`src/rtl/panel_page_scheduler_pkg.sv`:
```
// Shared constants for the panel double-buffer page scheduler:
// one-hot state encodings and pixel address field widths.
package panel_page_scheduler_pkg;

  localparam int X_W = 6;
  localparam int Y_W = 6;

  localparam logic [2:0] ST_IDLE    = 3'b001;
  localparam logic [2:0] ST_PENDING = 3'b010;
  localparam logic [2:0] ST_CLEAR   = 3'b100;

endpackage

```
`src/rtl/panel_page_clear.sv`:
```
// Back-page clear sweep counter: start launches a pass over every pixel address,
// done marks the final address of the pass.
module panel_page_clear #(
  parameter int ADDR_W = 12
) (
  input  logic              clock,
  input  logic              reset,
  input  logic              start,
  output logic [ADDR_W-1:0] ptr,
  output logic              done
);

  logic active;

  assign done = active && (ptr == '1);

  always_ff @(posedge clock) begin
    if (reset) begin
      active <= 1'b0;
      ptr    <= '0;
    end else if (start) begin
      active <= 1'b1;
      ptr    <= '0;
    end else if (active) begin
      // ptr wraps back to zero on the final increment
      ptr <= ptr + 1'b1;
      if (done) active <= 1'b0;
    end
  end

endmodule

```
`src/rtl/panel_page_scheduler.sv`:
```
// Double-buffer page controller: writes land in the back page, commits swap
// pages at the next scanner frame start, and the new back page is optionally cleared.
module panel_page_scheduler
  import panel_page_scheduler_pkg::*;
#(
  parameter int NUM_PANELS    = 8,
  parameter int ADDR_W        = X_W + Y_W,
  parameter int DATA_W        = 24,
  parameter int CLEAR_ON_SWAP = 1
) (
  input  logic                  clock,
  input  logic                  reset,
  input  logic [NUM_PANELS-1:0] in_en,
  input  logic [15:0]           in_addr,
  input  logic [DATA_W-1:0]     in_wdat,
  input  logic                  commit,
  input  logic                  clear_req,
  input  logic                  frame_start,
  output logic [NUM_PANELS-1:0] ram_en,
  output logic [ADDR_W:0]       ram_addr,
  output logic [DATA_W-1:0]     ram_wdat,
  output logic                  disp_page,
  output logic                  busy,
  output logic [15:0]           drop_count,
  output logic [7:0]            swap_count
);

  logic [2:0]        state;
  logic [2:0]        state_nxt;
  logic              deferred;
  logic              deferred_nxt;
  logic              clr_start;
  logic              clr_done;
  logic              swap_now;
  logic [ADDR_W-1:0] clr_ptr;
  logic              write_hit;
  logic              unused_addr_hi;

  assign write_hit      = |in_en;
  assign busy           = (state == ST_PENDING) || (state == ST_CLEAR);
  assign unused_addr_hi = ^in_addr[15:ADDR_W];

  panel_page_clear #(
    .ADDR_W(ADDR_W)
  ) u_clear (
    .clock (clock),
    .reset (reset),
    .start (clr_start),
    .ptr   (clr_ptr),
    .done  (clr_done)
  );

  always_comb begin
    state_nxt    = state;
    deferred_nxt = deferred;
    clr_start    = 1'b0;
    swap_now     = 1'b0;
    case (state)
      ST_IDLE: begin
        // a simultaneous commit is remembered and served after the clear
        if (clear_req) begin
          state_nxt    = ST_CLEAR;
          clr_start    = 1'b1;
          deferred_nxt = commit;
        end else if (commit) begin
          state_nxt = ST_PENDING;
        end
      end
      ST_PENDING: begin
        if (frame_start) begin
          swap_now = 1'b1;
          if (CLEAR_ON_SWAP != 0) begin
            state_nxt = ST_CLEAR;
            clr_start = 1'b1;
          end else begin
            state_nxt = ST_IDLE;
          end
        end
      end
      ST_CLEAR: begin
        if (commit) deferred_nxt = 1'b1;
        if (clr_done) begin
          deferred_nxt = 1'b0;
          state_nxt    = (deferred || commit) ? ST_PENDING : ST_IDLE;
        end
      end
      default: begin
        state_nxt    = ST_IDLE;
        deferred_nxt = 1'b0;
      end
    endcase
  end

  always_ff @(posedge clock) begin
    if (reset) begin
      state    <= ST_IDLE;
      deferred <= 1'b0;
    end else begin
      state    <= state_nxt;
      deferred <= deferred_nxt;
    end
  end

  always_ff @(posedge clock) begin
    if (reset) begin
      ram_en   <= '0;
      ram_addr <= '0;
      ram_wdat <= '0;
    end else if (state == ST_CLEAR) begin
      ram_en   <= '1;
      ram_addr <= {~disp_page, clr_ptr};
      ram_wdat <= '0;
    end else if ((state == ST_IDLE) && write_hit) begin
      ram_en   <= in_en;
      ram_addr <= {~disp_page, in_addr[ADDR_W-1:0]};
      ram_wdat <= in_wdat;
    end else begin
      ram_en <= '0;
    end
  end

  always_ff @(posedge clock) begin
    if (reset) begin
      disp_page  <= 1'b0;
      swap_count <= '0;
      drop_count <= '0;
    end else begin
      if (swap_now) begin
        disp_page  <= ~disp_page;
        swap_count <= swap_count + 8'd1;
      end
      if (busy && write_hit && (drop_count != '1)) begin
        drop_count <= drop_count + 16'd1;
      end
    end
  end

endmodule

```
`config.mk`:
```
export PLATFORM = sky130hd
export DESIGN_NAME = panel_page_scheduler
export DESIGN_NICKNAME = d
export VERILOG_FILES = /design/src/rtl/panel_page_scheduler_pkg.sv /design/src/rtl/panel_page_clear.sv /design/src/rtl/panel_page_scheduler.sv
export SDC_FILE = /design/constraint.sdc
export NUM_CORES = 1
export LEC_CHECK = 0
export ABC_AREA = 1
export BUFFER_PORTS_ARGS = -buffer_cell sky130_fd_sc_hd__buf_2
export CORE_MARGIN = 3
export CORE_UTILIZATION = 25
export DETAILED_ROUTE_END_ITERATION = 10
export PLACE_DENSITY = 0.56
export SYNTH_ARGS = -nofsm -noshare
export SYNTH_HDL_FRONTEND = slang
export SYNTH_SLANG_ARGS = --single-unit
```
`constraint.sdc`:
```
create_clock -name clock -period 3.27 [get_ports clock]
set_input_delay 0 -clock clock [delete_from_list [all_inputs] [get_ports clock]]
set_output_delay 0 -clock clock [all_outputs]
set_load 0.05 [all_outputs]
```
==> run metrics, run 1 <==
Placed Cells=870; CTS tree=done; reg2reg end=state[1]; Leakage Power=about 0.0024 uW; synth top area cells=dfxtp_1 (44%), nand2_1 (19%), a21oi_1 (8.4%), nor2_1 (6.2%), inv_1 (3.3%); Final Hold Viols=0; crit end category=register; R2R cell count=7; DR iter-0 viols=195; final setup fails=0; Worst Hold Endpoint=ram_addr[6]; share of the synthesized area in the top cell type=0.4420; pre-CTS WS=between 1000 and 1500 ps; Cell Pwr Density=663.2 nW/um^2; number of synthesized register bits=87; gr usage total=0.1260; slowest stage delay, CP=approximately 640 ps; slowest stage cell, crit path=o21ai_4; min cycle time layout=a little over 2000 ps; headroom to the max-slew limit=0.4217; post-synthesis async set-or-reset flop share=0; hold depth=5; Multi-input gate area=roughly 1900 sq um; nets=roughly 760; Buffers & Inverters on Critical Path=3; die width=between 100 and 150 um; Ports=between 100 and 150; startpoint types=primary input; CTS clk-pin slew, worst paths=around 60 ps; Root Driver=clkbuf_16; num rows=45; status=completed; top-count cell post-synth=nand2_1; routability congestion estimate=between 0.7 and 0.8; CTS hold repair buffers=38; Post-Route WL=10.73 mm; drt wl/cell=around 12 um; Syn Inst Count=approximately 560; Worst VDD drop=between 0.2 and 0.25 mV; filler instances=1652; die footprint=roughly 17000 sq um; syn avg cell area=a little over 7 sq um; Reg2Reg Setup Slack=1370 ps; setup ws final=between 1000 and 1500 ps; most frequent CP cell=nand2_1; Resize count post-CTS=0; starting density of the core=0.2573; Tot Pwr=approximately 3500 uW; remaining antenna violation count after routing=0; core area=between 15000 and 20000 sq um; most frequent cells after synthesis=nand2_1 (200), dfxtp_1 (87), a21oi_1 (66); largest area contributor in the netlist=dfxtp_1; post-CTS setup buffers=0; Syn Nets=between 600 and 700; Critical Path RT=about 3500 ps; Worst-Margin Slew=between 800 and 900 ps; FF/Latch Area=~1700 sq um; drt drc=0; die height=approximately 130 um; setup_tns=0 ps; number of vias per cell=~4.2; fin crit share=0.6350; synth warn=0; total grt overflow=0; CTS Sinks=87; HP Class=primary input to register; ys flop type=dfxtp_1; Post-Route Skew=about 6.5 ps; number of global-route vias before repair=roughly 3700; fraction of final layout cells sized beyond drive strength 1=0.2236; final cell count without fillers=slightly above 900; Fmax=481.6 MHz; hold_sp=in_addr[6]; sequential share of the synthesized area=0.4420; number of max-cap violations=0; TritonCTS Buffers=9; WS Path Type=primary input to register; global-route wire length before repair=roughly 18 mm; Area Growth Syn to Fin=35.44%; antenna violations before repair=1; largest net degree at the start of global routing=35; Critical R2R Launch=state[2]; CP arrival=2350 ps; H-tree depth=3; RSZ-0062 raised after global routing=false; via count=~3900; PortBufs=~120; Top Family by Delay on Critical Path=buffers and inverters; CP cell instances=dlygate4sd3_1, buf_2, nor2_1, nand2_1, o21ai_4, nand2_4, inv_2, nand2_1, a21oi_1; fin. max-slew vios=0; n_diodes=0; synth unique cells=33; hpwl dp=around 7.3 mm; Worst-Skew Late Latency=340 ps; Post-synth EDFFs=0; Longest Clk Path Bufs=2; Netlist Area Pre-Place=a little under 4000 sq um; Core Util, Final=0.3484; maximum fanout along the worst path=25; drt pass-1 iters=4
final cells by class:
type                            instances  area share
Timing Repair Buffer                  158      0.1843
Clock inverter                          1   0.0009379
Sequential cell                        87      0.3264
Multi-Input combinational cell        411      0.3613
Inverter                               41     0.02884
Clock buffer                           13     0.04877
Tap cell                              211     0.04947
routing by layer:
metal  routed length, um  share of wire  global-route usage
met1                4820           0.45              0.1533
met2                5252           0.49              0.2146
met3                 509          0.047             0.03867
met4                 136          0.013             0.03617
met5                   7        0.00065                   0
state kept, by name (all words and copies together), names as in the netlist:
name and cells:
drop_count 16, u_clear.active 1, swap_count 8, state 3, deferred 1, u_clear.ptr 12, ram_addr 13, disp_page 1
ram_en 8, ram_wdat 24
worst reg2reg max path, cell delays in order, from the launching register on:
cell     delay [ps]
dfxtp_1         440
nand3_4         260
inv_1           580
nand2_1         260
nand2_1         110
nor2_1           40
nand2_1          80
inv_1            30
logic make-up after synthesis:
logic type	Yosys count	share of synthesized area
AO/OA/AOI/OAI	84	0.1150
XOR/XNOR	10	0.02223
adder cells (fa/ha/maj)	3	0.009528
buffers and inverters	59	0.06859
flip-flops	87	0.4420
multiplexers	1	0.002541
AND/OR/NAND/NOR	313	0.3401
how the worst max path moves through the flow:
stage                  startpoint              to  slack (ps)  depth (start not counted)
CTS                      in_en[7]    ram_addr[11]        1150                          9
global placement         state[2]        state[1]        1340                          7
global route             in_en[4]     ram_addr[4]         950                          9
finish                   in_en[4]    ram_addr[11]        1190                          9
detailed placement       in_en[7]     ram_addr[6]        1330                          8
floorplan           drop_count[1]  drop_count[10]        1360                         10
power by group:
part           switching [uW]  internal, uW  total (uW)
clock network             411           548         959
logic                     975           311        1290
registers                79.8          1220        1290
total                    1470          2070        3540
metrics by stage:
| stage | hold WS, ps | cell area [sq um] |
|---|---|---|
| after global placement | 245.0 | 4691 |
| after floorplan | 134.9 | 3940 |
| after detailed placement | 242.3 | 4691 |
| after CTS | 5.177 | 5336 |
| after global routing | 34.48 | 5336 |
| final | 15.39 | 5336 |
placed cells by master, fill, tap and decap left out, drive strengths merged:
cell type | Yosys | final
a21boi | 2 | 2
a21oi | 68 | 68
buf | 9 | 120
clkbuf | 9 | 13
clkinv | 0 | 1
dfxtp | 87 | 87
dlygate4sd3 | 0 | 38
ha | 3 | 3
inv | 41 | 41
mux2i | 1 | 1
nand2 | 206 | 206
nand3 | 16 | 16
nand3b | 2 | 2
nand4 | 9 | 9
nor2 | 70 | 70
nor3 | 5 | 5
nor3b | 4 | 4
o21a | 2 | 2
o21ai | 12 | 12
or2 | 1 | 1
xnor2 | 3 | 3
xor2 | 7 | 7
(Power assumes the default switching activity.)
==> run 2, diff against run 1 <==
--- a/config.mk
+++ b/config.mk
@@ -10,7 +10,7 @@
 export CORE_MARGIN = 3
 export CORE_UTILIZATION = 25
 export DETAILED_ROUTE_END_ITERATION = 10
-export PLACE_DENSITY = 0.56
+export PLACE_DENSITY = 0.58
 export SYNTH_ARGS = -nofsm -noshare
 export SYNTH_HDL_FRONTEND = slang
 export SYNTH_SLANG_ARGS = --single-unit
==> constraint.sdc (replaced) <==
create_clock -name clock -period 1.9 [get_ports clock]
set_input_delay 0 -clock clock [delete_from_list [all_inputs] [get_ports clock]]
set_output_delay 0 -clock clock [all_outputs]
set_load 0.05 [all_outputs]
==> run 2 against run 1 <==
Clock skew about the same. Via count up 1.2%. Global-route usage about the same. Sequential power up 73%. Worst setup slack worse by 930 ps. Combinational power up 80%. First-iteration DRC count down 11%. Critical path type is now register to register.
==> run metrics, run 2 (synthesis results as in run 1) <==
status=completed; Placed Cells=880; commonest cells after routing, fill and taps aside=nand2_1 (200), buf_2 (119), dfxtp_1 (85); Buffers & Inverters on Critical Path=0; fraction of final layout cells sized beyond drive strength 1=0.2393; drt pass-1 iters=4; CP cell instances=ha_1, nand2_2, nor2_2, nand2_2, nor2_4, nor2_4, o21ai_0, a21oi_2; RSZ-0062 raised after global routing=false; via count=3929; CP arrival=1920 ps; Longest Clk Path Bufs=2; antenna violations before repair=1; Top Family by Delay on Critical Path=simple AND/OR/NAND/NOR gates; Fmax=about 610 MHz; min cycle time layout=roughly 1600 ps; nets=~800; pre-CTS WS=approximately 300 ps; top flop regs=ram_wdat x24, drop_count x16, ram_addr x13; Root Driver=clkbuf_16; core area=15310 sq um; WS Path Type=register to register; number of vias per cell=4.189; setup ws final=261.2 ps; headroom to the max-slew limit=0.7118; commonest non-fill, non-tap cell in the layout=nand2_1; CTS clk-pin slew, worst paths=60 ps; number of global-route vias before repair=3677; total grt overflow=0; Area Growth Syn to Fin=39.85%; starting density of the core=0.2573; routability congestion estimate=between 0.7 and 0.8; final cell count without fillers=between 900 and 1000; Post-Route Skew=about 7.0 ps; maximum fanout along the worst path=17; hold slack final=between 10 and 15 ps; num rows=45; startpoint types=register; largest net degree at the start of global routing=35; fin crit share=0.8625; die width=between 100 and 150 um; Worst-Margin Slew=432.4 ps; crit end category=register; DR iter-0 viols=174; Leakage Power=around 0.0025 uW; CTS tree=done; register name with the most flops=ram_wdat; hpwl dp=7.446 mm; Post-Route WL=~11 mm; Critical Path RT=between 2000 and 2500 ps; die height=around 130 um; setup_tns=0 ps; Largest register FFs=24; number of max-cap violations=0; post-CTS setup buffers=0; HP Class=primary input to register; Worst-Skew Late Latency=roughly 340 ps; die footprint=around 17000 sq um; TritonCTS Buffers=9; H-tree depth=3; n_diodes=0; global-route wire length before repair=17.90 mm; remaining antenna violation count after routing=0; gr usage total=0.1262; fin. max-slew vios=0; drt drc=0; Tot Pwr=about 6400 uW; Final Hold Viols=0; Worst VDD drop=0.4688 mV; PortBufs=around 120; Ports=between 100 and 150; slowest stage delay, CP=around 350 ps; final setup fails=0; drt wl/cell=around 11 um; Cell Pwr Density=about 1200 nW/um^2; slowest stage cell, crit path=nor2_4; CTS Sinks=87
## run 2: worst reg2reg max path, cell delays in order (launching register included)
cell     delay, ps
dfxtp_2        340
ha_1           230
nand2_2         90
nor2_2          50
nand2_2        100
nor2_4          60
nor2_4         350
o21ai_0        210
a21oi_2        150
## run 2: report_power, final
| part | switching, uW | internal [uW] | leakage [uW] | total, uW |
|---|---|---|---|---|
| Sequential | 136 | 2090 | 0.000712 | 2230 |
| Clock | 750 | 1100 | 0.000153 | 1850 |
| Combinational | 1700 | 615 | 0.00161 | 2320 |
| Total | 2590 | 3800 | 0.00248 | 6390 |
## run 2: area by class of cell
class                   instances  area [sq um]
clock buffers                  12         256.5
clock inverters                 4         52.55
fillers                      1628          9804
inverters                      41         153.9
multi-input cells             411          1928
flip-flops and latches         87          1744
well taps                     211         264.0
repair buffers                172          1111
## run 2: path summary, 6_finish.rpt
check	start	end	slack, ps	depth (start not counted)
max reg2reg	drop_count[0]	drop_count[10]	260	8
min reg2reg	ram_addr[9]	ram_addr[9]	460	2
min	in_addr[11]	ram_addr[11]	10	5
max	drop_count[0]	drop_count[10]	260	8
## run 2: routing by layer
layer | share of wire | routed length [um] | GRT usage | up-vias
met4 | 0.020 | 218 | 0.05484 | 2
met5 | 0.00065 | 7 | 0 | -
met2 | 0.49 | 5240 | 0.2123 | 82
li1 | - | - | - | 2098
met1 | 0.45 | 4789 | 0.1520 | 1731
met3 | 0.045 | 483 | 0.03254 | 16
## run 2: metrics by stage
| stage | instance area, sq um | util |
|---|---|---|
| 2_1_floorplan | 3943 | - |
| 3_3_place_gp | 4781 | 0.3122 |
| 3_5_place_dp | 4781 | 0.3122 |
| 4_1_cts | 5510 | 0.3598 |
| 5_1_grt | 5510 | 0.3598 |
| 6_report | 5510 | 0.3598 |
## run 2: timing repair
action	4_1_cts	5_1_grt
hold endpoints to repair	42	0
hold buffers	42	0
gates resized for setup	0	0
endpoints found under the setup margin	0	0
